$ cat src/rtl/uart_rx.sv
// uart_rx: 8N1 UART receiver on the system clock, mid-bit sampling.
// Ports: clk, rst (sync, high), rx (async, idle high) -> data_out, rx_done, rx_busy, frame_err.
module uart_rx #(
  parameter int system_clk = 1000000,
  parameter int baudrate   = 9600
) (
  input  logic       clk,
  input  logic       rst,
  input  logic       rx,
  output logic [7:0] data_out,
  output logic       rx_done,
  output logic       rx_busy,
  output logic       frame_err
);

  localparam int clks_per_bit = system_clk / baudrate;
  localparam int half_bit     = clks_per_bit / 2;

  localparam logic [15:0] BIT_END  = 16'(clks_per_bit - 1);
  localparam logic [15:0] HALF_END = 16'(half_bit - 1);

  if (clks_per_bit < 4) begin : g_chk
    $error("uart_rx: clks_per_bit must be >= 4");
  end

  typedef enum logic [2:0] {
    IDLE,
    START,
    DATA,
    STOP,
    BREAK
  } state_t;

  state_t      state;
  logic        rx_m;
  logic        rx_s;
  logic [15:0] cnt;
  logic [2:0]  bit_idx;
  logic [7:0]  shift;

  always_ff @(posedge clk) begin
    if (rst) begin
      rx_m      <= 1'b1;
      rx_s      <= 1'b1;
      state     <= IDLE;
      cnt       <= '0;
      bit_idx   <= '0;
      shift     <= '0;
      data_out  <= '0;
      rx_done   <= 1'b0;
      rx_busy   <= 1'b0;
      frame_err <= 1'b0;
    end else begin
      rx_m      <= rx;
      rx_s      <= rx_m;
      rx_done   <= 1'b0;
      frame_err <= 1'b0;
      unique case (state)
        IDLE: begin
          cnt <= '0;
          if (!rx_s) begin
            state   <= START;
            rx_busy <= 1'b1;
          end
        end
        START: begin
          if (cnt == HALF_END) begin
            cnt <= '0;
            if (!rx_s) begin
              state   <= DATA;
              bit_idx <= '0;
            end else begin
              // too short to be a start bit
              state   <= IDLE;
              rx_busy <= 1'b0;
            end
          end else begin
            cnt <= cnt + 16'd1;
          end
        end
        DATA: begin
          if (cnt == BIT_END) begin
            cnt            <= '0;
            shift[bit_idx] <= rx_s;
            if (bit_idx == 3'd7) begin
              state <= STOP;
            end else begin
              bit_idx <= bit_idx + 3'd1;
            end
          end else begin
            cnt <= cnt + 16'd1;
          end
        end
        STOP: begin
          if (cnt == BIT_END) begin
            cnt <= '0;
            if (rx_s) begin
              data_out <= shift;
              rx_done  <= 1'b1;
              rx_busy  <= 1'b0;
              state    <= IDLE;
            end else begin
              // line held low: report once, then wait out the break
              frame_err <= 1'b1;
              state     <= BREAK;
            end
          end else begin
            cnt <= cnt + 16'd1;
          end
        end
        BREAK: begin
          cnt <= '0;
          if (rx_s) begin
            state   <= IDLE;
            rx_busy <= 1'b0;
          end
        end
        default: begin
          state   <= IDLE;
          cnt     <= '0;
          rx_busy <= 1'b0;
        end
      endcase
    end
  end

endmodule

$ cat config.mk
export PLATFORM = sky130hd
export DESIGN_NAME = uart_rx
export DESIGN_NICKNAME = d
export VERILOG_FILES = /design/src/rtl/uart_rx.sv
export SDC_FILE = /design/constraint.sdc
export NUM_CORES = 1
export LEC_CHECK = 0
export ABC_AREA = 1
export BUFFER_PORTS_ARGS = -buffer_cell sky130_fd_sc_hd__buf_2
export CELL_PAD_IN_SITES_DETAIL_PLACEMENT = 0
export CELL_PAD_IN_SITES_GLOBAL_PLACEMENT = 1
export CORE_MARGIN = 3
export CORE_UTILIZATION = 43
export CTS_CLUSTER_DIAMETER = 40
export DETAILED_ROUTE_END_ITERATION = 10
export GPL_ROUTABILITY_DRIVEN = 1
export GPL_TIMING_DRIVEN = 0
export PLACE_DENSITY_LB_ADDON = 0.05
export SYNTH_ARGS = -nofsm -noshare
export SYNTH_HDL_FRONTEND = slang
export SYNTH_SLANG_ARGS = --single-unit
$ cat constraint.sdc
create_clock -name clk -period 2.1 [get_ports clk]
set_input_delay 0.21 -clock clk [delete_from_list [all_inputs] [get_ports clk]]
set_output_delay 0.21 -clock clk [all_outputs]
set_load 0.01 [all_outputs]
==> results of run 1 <==
[routing by layer]
metal | track usage | routed length [µm] | vias up | share of wire
li1 | - | - | 957 | -
met1 | 0.245 | 2260 | 775 | 0.54
met2 | 0.228 | 1650 | 37 | 0.40
met3 | 0.0449 | 167 | 10 | 0.040
met4 | 0.0641 | 76 | 0 | 0.018
met5 | 0 | 0 | - | 0
[kinds of logic (layout without fill, tap and decap cells)]
| family | Yosys count | in the layout | share of synthesized area |
|---|---|---|---|
| adder cells (fa/ha/maj) | 3 | 3 | 0.0181 |
| buffers and inverters | 40 | 60 | 0.0809 |
| flip-flops | 43 | 43 | 0.415 |
| AND/OR/NAND/NOR | 160 | 160 | 0.364 |
| AO/OA/AOI/OAI | 37 | 37 | 0.100 |
| XOR/XNOR | 5 | 5 | 0.0211 |
[sequential cells by signal (all words and copies together), names as in the netlist]
| name | flops |
|---|---|
| rx_busy | 1 |
| cnt | 16 |
| bit_idx | 3 |
| rx_done | 1 |
| shift | 8 |
| rx_m | 1 |
| frame_err | 1 |
| rx_s | 1 |
| data_out | 8 |
| state | 3 |
[critical path, stage by stage, from the launching register on]
cell and delay, ps:
dfxtp_1 370, ha_1 260, nand3_1 120, nor2_2 160, nand2_4 100, nand2_2 100
inv_2 60, o21ai_4 290, buf_12 190, nor3_2 40
[layout make-up]
class | count | area, µm²
well taps | 52 | 65.1
multi-input cells | 205 | 1040
clock buffers | 6 | 72.6
fillers | 476 | 2220
clock inverters | 2 | 12.5
inverters | 35 | 131
flip-flops and latches | 43 | 861
repair buffers | 12 | 60.1
plain buffers | 5 | 36.3
[per-stage QoR]
step / hold WS [ps] / utilization / cell area, µm² / std cells
final: 91.3 / 0.507 / 2280 / 360
after global routing: 84.7 / 0.507 / 2280 / 360
after CTS: 80.3 / 0.507 / 2280 / 360
after detailed placement: 395 / 0.488 / 2200 / 352
after global placement: 392 / 0.488 / 2200 / 352
after floorplan: 314 / - / 2070 / 288
[synthesized netlist by cell type (all sizes together)]
cell	instances	area share
a21oi	17	0.041
a31o	1	0.0042
a31oi	2	0.0060
and2	1	0.0030
buf	2	0.012
clkbuf	3	0.0054
clkinv	1	0.0018
dfxtp	43	0.42
ha	3	0.018
inv	34	0.062
nand2	42	0.085
nand3	28	0.068
nand4	1	0.0030
nor2	69	0.15
nor3	15	0.046
nor4	1	0.0030
o211a	1	0.0048
o21ai	16	0.044
or2	3	0.0091
xor2	5	0.021
[final timing paths]
check	startpoint	end	slack [ps]
worst max-delay path	cnt[0]	cnt[12]	290
worst min-delay path	rx	rx_m	90
worst max register to register	cnt[0]	cnt[12]	290
worst min register to register	rx_m	rx_s	420
[placed cells by master (no fill, tap or decap), types with 2 or more instances in the layout]
| cell type | instances |
|---|---|
| inv_1 | 32 |
| nor3_1 | 11 |
| buf_2 | 13 |
| nor2_4 | 3 |
| a21oi_1 | 17 |
| o21ai_0 | 15 |
| or2_2 | 3 |
| nand2_2 | 4 |
| inv_2 | 2 |
| xor2_1 | 5 |
| clkbuf_8 | 5 |
| nand3_1 | 28 |
| nor3_2 | 4 |
| nor2_2 | 10 |
| clkbuf_1 | 4 |
| dfxtp_1 | 43 |
| a31oi_1 | 2 |
| nor2_1 | 56 |
| nand2_1 | 37 |
| ha_1 | 3 |
[power by group through the flow]
stage	registers, µW	logic [µW]	clock network [µW]
final	898	496	515
after floorplan	911	404	0
after detailed placement	915	496	0
after CTS	896	496	546
after global placement	914	500	0
after global routing	903	570	571
==> PnR_summary.wiki, run 1 <==
{| class="wikitable"
! Metric !! Value
|-
| Max-slew headroom at the worst pin || 0.693
|-
| Post-CTS Setup Repair Bufs || 0
|-
| Root buffer cell || clkbuf_8
|-
| CTS tree || built
|-
| Final WL || 4160 µm
|-
| Final Net Count || 313
|-
| Post-route clock period utilization || 0.862
|-
| Number of cells on the worst hold path || 2
|-
| Design internal power || 1260 µW
|-
| Worst min path class || input pin to register
|-
| Setup-failing EPs final || 0
|-
| Slew at the pin closest to its max-slew limit || 460 ps
|-
| Slew Limit Fails || 0
|-
| Unrepaired setup endpoints after global routing || false
|-
| Fmax || 553 MHz
|-
| Port bufs || 12
|-
| First-pass GRT wire length || 7300 µm
|-
| Mapped Area || 2070 µm²
|-
| Required time of the critical path || 2280 ps
|-
| Via count of the first global-routing pass || 1579
|-
| Signed area change from the synthesized netlist to the final layout || 10.1%
|-
| R2R depth || 9
|-
| Hold buffer count at cts || 0
|-
| Result of the run || finished, final reports clean
|-
| Net count of the mapped netlist || 294
|-
| Critical-path maximum fanout || 10
|-
| PostCTS Resize Cnt || 0
|-
| Clock network power share || 0.270
|-
| Least setup slack across all paths after layout || 290 ps
|-
| Pwr per Cell Area || 836 nW/µm²
|-
| Final TNS setup || 0 ps
|-
| First-pass detailed-route iteration total || 4
|-
| Layout Skew || 4.59 ps
|-
| Number of distinct library cell variants in the gate-level netlist after synthesis || 28
|-
| Maximum number of pins on one net before global-route repair || 14
|-
| Synthesized instance count || 288
|-
| Yosys warning count || 0
|-
| Ratio of cells with drive above 1 in the final layout || 0.162
|-
| Number of design rule violations left after detail routing || 0
|-
| Data arrival time of the critical path || 1990 ps
|-
| Share of the yosys chip area belonging to registers || 0.415
|-
| DRC marker count from the first detailed-route iteration || 99
|-
| CP Class || register to register
|-
| Max Cap Violations || 0
|-
| Later-pin clock latency in the skew report || 290 ps
|-
| Wire length per cell || 11.5 µm
|-
| Number of placement rows || 24
|-
| Clock-pin transition on the worst setup and hold timing paths || 80 ps
|-
| Global-route total usage across every layer || 0.166
|-
| Width of the die || 75.4 µm
|-
| Die area || 5690 µm²
|-
| Clock buffer depth || 2
|-
| Number of CTS-inserted buffers || 5
|-
| Net switching share of the total power || 0.340
|-
| Die Span Y || 75.4 µm
|-
| Combinational fraction of design power || 0.260
|-
| HPWL after detailed placement || 3090 µm
|-
| Kind of end point of the critical path || register
|-
| Total global routing overflow || 0
|-
| Starting utilization of the core area || 0.460
|-
| Routability congestion estimate || 0.863
|-
| Via count || 1779
|-
| Ant. Diodes || 0
|-
| Psw || 648 µW
|-
| Mean Syn Cell Area || 7.19 µm²
|-
| Number of levels in the clock H-tree || 2
|-
| Synth Register Bits || 43
|-
| Post-route antenna net violation count || 0
|-
| Min cycle time layout || 1810 ps
|-
| Hold violation count in the final report || 0
|-
| Total I/O pin count || 14
|-
| Total number of clock tree sinks || 43
|-
| Largest voltage drop on the vdd net || 0.570 mV
|-
| Core Area || 4500 µm²
|-
| Initial antenna violation count || 0
|-
| Startpoint kind of the worst setup timing path || register
|-
| Overall Power || 1910 µW
|-
| Routed via count divided by cell count || 4.94
|-
| Minimum setup slack after placement || 289 ps
|-
| Sequential Power Share || 0.471
|-
| Reported leakage power || 0.000927 µW
|}
(Power assumes the default switching activity.)
==> inputs of run 2 (changes only) <==
--- a/config.mk
+++ b/config.mk
@@ -9,13 +9,13 @@
 export BUFFER_PORTS_ARGS = -buffer_cell sky130_fd_sc_hd__buf_2
 export CELL_PAD_IN_SITES_DETAIL_PLACEMENT = 0
 export CELL_PAD_IN_SITES_GLOBAL_PLACEMENT = 1
-export CORE_MARGIN = 3
 export CORE_UTILIZATION = 43
 export CTS_CLUSTER_DIAMETER = 40
 export DETAILED_ROUTE_END_ITERATION = 10
 export GPL_ROUTABILITY_DRIVEN = 1
 export GPL_TIMING_DRIVEN = 0
 export PLACE_DENSITY_LB_ADDON = 0.05
+export RECOVER_POWER = 100
 export SYNTH_ARGS = -nofsm -noshare
 export SYNTH_HDL_FRONTEND = slang
 export SYNTH_SLANG_ARGS = --single-unit
==> run 2 against run 1 <==
  * Routed wire length about the same
  * Via count down 1.7%
  * Global-route usage grew 1.8 points
  * Clock power grew 48%
  * Utilization is 0.19 points lower
  * Clock skew up 5.5 ps
  * First-iteration DRC count grew 3.0%
  * Cell area shrank 0.38%
  * Count of clock-buffer cells in the layout did not move
  * Critical path depth unchanged
  * Non-clock buffer count unchanged
  * Combinational power fell by 1%
  * Critical path type unchanged
==> PnR_summary.wiki, run 2 (synthesized netlist as in run 1, its figures left out) <==
{| class="wikitable"
! Metric !! Value
|-
| Result of the run || finished, final reports clean
|-
| Final Cell Area || 2270 µm²
|-
| Kind of end point of the critical path || register
|-
| Pwr per Cell Area || 945 nW/µm²
|-
| Via count of the first global-routing pass || 1684
|-
| Wire length per cell || 11.6 µm
|-
| Unrepaired setup endpoints after global routing || false
|-
| First-pass detailed-route iteration total || 4
|-
| Final WL || 4160 µm
|-
| Setup-failing EPs final || 0
|-
| Core occupancy in the finished layout || 0.505
|-
| Final Net Count || 313
|-
| Starting utilization of the core area || 0.460
|-
| Reported leakage power || 0.000903 µW
|-
| Dominant delay contributor by cell family on the critical path || simple AND/OR/NAND/NOR gates
|-
| Max Cap Violations || 0
|-
| Final TNS setup || 0 ps
|-
| Post-route antenna net violation count || 0
|-
| Biggest regs || cnt (16), data_out (8), shift (8)
|-
| Via count || 1748
|-
| PostCTS Resize Cnt || 0
|-
| Hold buffer count at cts || 0
|-
| First-pass GRT wire length || 7460 µm
|-
| Slew at the pin closest to its max-slew limit || 448 ps
|-
| Largest register by flop count || cnt
|-
| Number of CTS-inserted buffers || 5
|-
| Critical-path maximum fanout || 10
|-
| Commonest cells after routing, fill and taps aside || 64 x nor2_1, 43 x dfxtp_1, 38 x nand2_1, 33 x inv_1, 28 x nand3_1
|-
| Routability congestion estimate || 0.817
|-
| Required time of the critical path || 2290 ps
|-
| Total I/O pin count || 14
|-
| Layout Skew || 10.1 ps
|-
| HPWL after detailed placement || 3040 µm
|-
| Worst path bufs/invs || 1
|-
| Setup slack, reg-to-reg || 300 ps
|-
| Number of levels in the clock H-tree || 2
|-
| Width of the die || 71.4 µm
|-
| Leading cell type in the layout, fill and taps excluded || nor2_1
|-
| Hold violation count in the final report || 0
|-
| Crit path max-delay cell type || dfxtp_1
|-
| Stages on the worst setup path || 9
|-
| Number of placement rows || 24
|-
| Fmax || 557 MHz
|-
| Max-slew headroom at the worst pin || 0.701
|-
| Root buffer cell || clkbuf_8
|-
| DRC marker count from the first detailed-route iteration || 102
|-
| Area post-placement || 2200 µm²
|-
| Core Area || 4500 µm²
|-
| Source of the worst register-to-register timing path || cnt[0]
|-
| Endpoint, Worst Hold || rx_m
|-
| Initial antenna violation count || 0
|-
| Global-route total usage across every layer || 0.184
|-
| Die area || 5100 µm²
|-
| Critical path cell sequence || ha_1, nand3_1, nor2_1, nand2_4, nand2_1, nand2_2, o21ai_4, buf_12, nor3_1
|-
| Slew Limit Fails || 0
|-
| Maximum single-stage delay on the critical path || 360 ps
|-
| Ratio of cells with drive above 1 in the final layout || 0.0844
|-
| CTS tree || built
|-
| Signed area change from the synthesized netlist to the final layout || 9.72%
|-
| Number of design rule violations left after detail routing || 0
|-
| R2R depth || 9
|-
| Min cycle time layout || 1800 ps
|-
| Routed via count divided by cell count || 4.86
|-
| Post-CTS Setup Repair Bufs || 0
|-
| Data arrival time of the critical path || 1980 ps
|-
| Later-pin clock latency in the skew report || 300 ps
|-
| Largest voltage drop on the vdd net || 0.715 mV
|-
| Post-route clock period utilization || 0.855
|-
| Worst min path class || input pin to register
|-
| Total number of clock tree sinks || 43
|-
| Total global routing overflow || 0
|-
| Flip-flop count of the largest register, all copies and words added || 16
|-
| Ant. Diodes || 0
|-
| Port bufs || 12
|-
| Die Span Y || 71.4 µm
|-
| Worst reg2reg endpoint || cnt[12]
|-
| CP Class || register to register
|-
| Number of cells on the worst hold path || 2
|-
| Clock buffer depth || 2
|-
| Hold Crit Start || rx
|-
| Startpoint kind of the worst setup timing path || register
|-
| Maximum number of pins on one net before global-route repair || 14
|-
| Clock-pin transition on the worst setup and hold timing paths || 90 ps
|}
-- run 2: through the flow --
step	worst slack [ps]	total power, µW	hold slack [ps]	std cells
after floorplan	508	1320	314	288
after global placement	301	1420	392	352
after detailed placement	322	1420	396	352
after CTS	316	2180	85.2	360
after global routing	102	2280	92.2	360
final	305	2150	95.8	360
-- run 2: report_power, final --
part | switching, µW | internal, µW
registers | 39.4 | 856
logic | 322 | 168
clock network | 287 | 475
total | 648 | 1500
-- run 2: area by class of cell --
cell class | count | area (µm²)
clock inverter | 2 | 60.1
sequential | 43 | 861
multi-input combinational | 205 | 1000
tap | 52 | 65.1
inverter | 35 | 131
timing repair buffer | 12 | 46.3
clock buffer | 6 | 72.6
buffer | 5 | 36.3
fill | 473 | 2230
-- run 2: per-layer routing --
metal	global-route usage	up-vias	routed length, µm
li1	-	958	-
met1	0.255	756	2280
met3	0.0380	5	126
met2	0.288	29	1720
met5	0	-	0
met4	0.0600	0	38
-- run 2: worst max-delay path by stage --
stage	start	endpoint	slack (ps)
2_1_floorplan	cnt[0]	cnt[12]	510
5_1_grt	cnt[0]	data_out[2]	100
4_1_cts	cnt[0]	cnt[12]	320
6_report	cnt[0]	cnt[12]	300
3_3_place_gp	cnt[0]	cnt[12]	300
3_5_place_dp	cnt[0]	cnt[12]	320
==> inputs of run 3 (changes only) <==
--- a/config.mk
+++ b/config.mk
@@ -7,9 +7,9 @@
 export LEC_CHECK = 0
 export ABC_AREA = 1
 export BUFFER_PORTS_ARGS = -buffer_cell sky130_fd_sc_hd__buf_2
-export CELL_PAD_IN_SITES_DETAIL_PLACEMENT = 0
-export CELL_PAD_IN_SITES_GLOBAL_PLACEMENT = 1
-export CORE_UTILIZATION = 43
+export CELL_PAD_IN_SITES_DETAIL_PLACEMENT = 1
+export CELL_PAD_IN_SITES_GLOBAL_PLACEMENT = 2
+export CORE_UTILIZATION = 34
 export CTS_CLUSTER_DIAMETER = 40
 export DETAILED_ROUTE_END_ITERATION = 10
 export GPL_ROUTABILITY_DRIVEN = 1
==> run 3 against run 2 <==
  * The flow now finishes with violations (DRC)
  * Global-route usage is 1.9 points lower
  * Non-clock buffer count stayed put
  * Largest cell class unchanged
  * Flip-flop and latch count stayed put
  * First-iteration DRC count is 51% lower
  * Clock power is 11% lower
  * Final cell count is 6.4% higher
  * Sequential power hardly changed
  * Utilization is 12 points lower
  * Hold slack better by 0.79 ps
  * Count of clock-buffer cells in the layout stayed put
  * Combinational power hardly changed
  * Register-to-register slack worse by 30 ps
==> PnR_summary.wiki, run 3 (synthesized netlist as in run 1, its figures left out) <==
{| class="wikitable"
! Metric !! Value
|-
| Result of the run || finished with violations
|-
| Violated checks || DRC
|-
| Total routed wire length on the met1 layer || 2540 µm
|-
| Number of CTS-inserted buffers || 5
|-
| Data arrival time of the critical path || 2020 ps
|-
| Biggest regs || cnt (16), data_out (8), shift (8)
|-
| Routed length on met2 || 2070 µm
|-
| Setup-failing EPs final || 0
|-
| Routed via count divided by cell count || 4.75
|-
| Crit path max-delay cell type || dfxtp_1
|-
| Final WL || 4800 µm
|-
| First-pass GRT wire length || 8100 µm
|-
| Highest signal layer in the routed design || met4
|-
| Total I/O pin count || 14
|-
| Flip-flop count of the largest register, all copies and words added || 16
|-
| Final Net Count || 313
|-
| Pwr per Cell Area || 901 nW/µm²
|-
| Number of design rule violations left after detail routing || 1
|-
| Number of levels in the clock H-tree || 2
|-
| Ratio of cells with drive above 1 in the final layout || 0.0942
|-
| Critical path cell sequence || ha_1, nand3_1, nor2_1, nand2_4, nand2_1, nand2_2, o21ai_4, buf_12, nor3_1
|-
| Combinational fraction of design power || 0.238
|-
| Final Cell Area || 2290 µm²
|-
| Width of the die || 80.1 µm
|-
| Hold violation count in the final report || 0
|-
| Clock buffer depth || 2
|-
| Sequential Power Share || 0.435
|-
| Largest voltage drop on the vdd net || 0.470 mV
|-
| Die Span Y || 80.1 µm
|-
| Design internal power || 1410 µW
|-
| Total number of clock tree sinks || 43
|-
| CTS tree || built
|-
| Startpoint kind of the worst setup timing path || register
|-
| Setup slack, reg-to-reg || 270 ps
|-
| Stages on the worst setup path || 9
|-
| Min cycle time layout || 1830 ps
|-
| Critical-path maximum fanout || 10
|-
| Hold buffer count at cts || 0
|-
| CP Class || register to register
|-
| Leading cell type in the layout, fill and taps excluded || nor2_1
|-
| Post-route clock period utilization || 0.871
|-
| Commonest cells after routing, fill and taps aside || 64 x nor2_1, 43 x dfxtp_1, 38 x nand2_1, 32 x inv_1, 28 x nand3_1
|-
| R2R depth || 9
|-
| Global-route total usage across every layer || 0.165
|-
| Later-pin clock latency in the skew report || 300 ps
|-
| Root buffer cell || clkbuf_8
|-
| Total global routing overflow || 0
|-
| Required time of the critical path || 2290 ps
|-
| Final TNS setup || 0 ps
|-
| Core Area || 5890 µm²
|-
| Layout Skew || 9.39 ps
|-
| Dominant delay contributor by cell family on the critical path || simple AND/OR/NAND/NOR gates
|-
| Net switching share of the total power || 0.317
|-
| Post-CTS Setup Repair Bufs || 0
|-
| Starting utilization of the core area || 0.352
|-
| Signed area change from the synthesized netlist to the final layout || 10.6%
|-
| Psw || 656 µW
|-
| Slew at the pin closest to its max-slew limit || 483 ps
|-
| Number of cells on the worst hold path || 2
|-
| Max-slew headroom at the worst pin || 0.678
|-
| Unrepaired setup endpoints after global routing || false
|-
| Clock-pin transition on the worst setup and hold timing paths || 90 ps
|-
| Die area || 6410 µm²
|-
| Reported leakage power || 0.000899 µW
|-
| Largest register by flop count || cnt
|-
| Routability congestion estimate || 0.870
|-
| HPWL after detailed placement || 3650 µm
|-
| Maximum single-stage delay on the critical path || 360 ps
|-
| Via count || 1819
|-
| PostCTS Resize Cnt || 0
|-
| Wire length per cell || 12.5 µm
|-
| Clock network power share || 0.327
|-
| DRC marker count from the first detailed-route iteration || 50
|-
| First-pass detailed-route iteration total || 7
|-
| Area post-placement || 2230 µm²
|-
| Max Cap Violations || 0
|-
| Worst min path class || input pin to register
|-
| Fmax || 547 MHz
|-
| Slew Limit Fails || 0
|-
| Wire length on met3 || 114 µm
|-
| Filler Cells Inserted || 785
|-
| Maximum number of pins on one net before global-route repair || 14
|-
| Worst path bufs/invs || 1
|-
| Post-route antenna net violation count || 0
|-
| Final-layout worst hold slack || 96.6 ps
|-
| Post-Place Cells || 375
|-
| Port bufs || 12
|-
| Via count of the first global-routing pass || 1741
|-
| Initial antenna violation count || 0
|-
| Ant. Diodes || 0
|-
| Number of standard cells in the final layout excluding fillers || 383
|-
| Number of placement rows || 28
|-
| Kind of end point of the critical path || register
|}
-- run 3: changes by cell type in the layout (fill, tap and decap cells not counted) --
cell,delta
bufinv_16,-1
clkbuf_1,-1
clkbuf_8,+1
clkinv_2,+1
inv_1,-1
inv_2,+1
nor3_1,-1
nor3_2,+1
-- run 3: per-layer routing --
layer,GRT usage,vias up
li1,-,961
met1,0.223,837
met2,0.262,14
met3,0.0352,7
met4,0.0536,0
met5,0,-
-- run 3: final timing paths --
path,from,endpoint
setup / recovery,cnt[0],cnt[12]
hold reg to reg,rx_m,rx_s
hold / removal,rx,rx_m
setup reg to reg,cnt[0],cnt[12]
-- run 3: metrics by stage --
step | utilization | total power (µW) | setup slack [ps]
finish | 0.389 | 2060 | 271
global route | 0.389 | 2210 | 129
floorplan | - | 1320 | 508
global placement | 0.378 | 1430 | 271
detailed placement | 0.378 | 1430 | 276
CTS | 0.398 | 2120 | 261
-- run 3: final cells by class --
class	count	area, µm²	share of cell area
clock inverter	2	35.0	0.0153
multi-input combinational	205	1010	0.439
tap	75	93.8	0.0409
timing repair buffer	12	46.3	0.0202
inverter	35	131	0.0573
sequential	43	861	0.376
buffer	5	36.3	0.0158
clock buffer	6	82.6	0.0360
-- run 3: worst register-to-register path: stages, from the launching register on --
cell and delay, ps:
dfxtp_1 360, ha_1 240, nand3_1 110, nor2_1 200, nand2_4 100, nand2_1 120, nand2_2 90, o21ai_4 270
buf_12 180, nor3_1 50
-- run 3: power groups by stage --
stage	logic (µW)	clock network [µW]	registers [µW]
finish	492	676	897
global route	569	732	904
CTS	517	706	898
detailed placement	516	0	917
global placement	515	0	916
floorplan	404	0	911
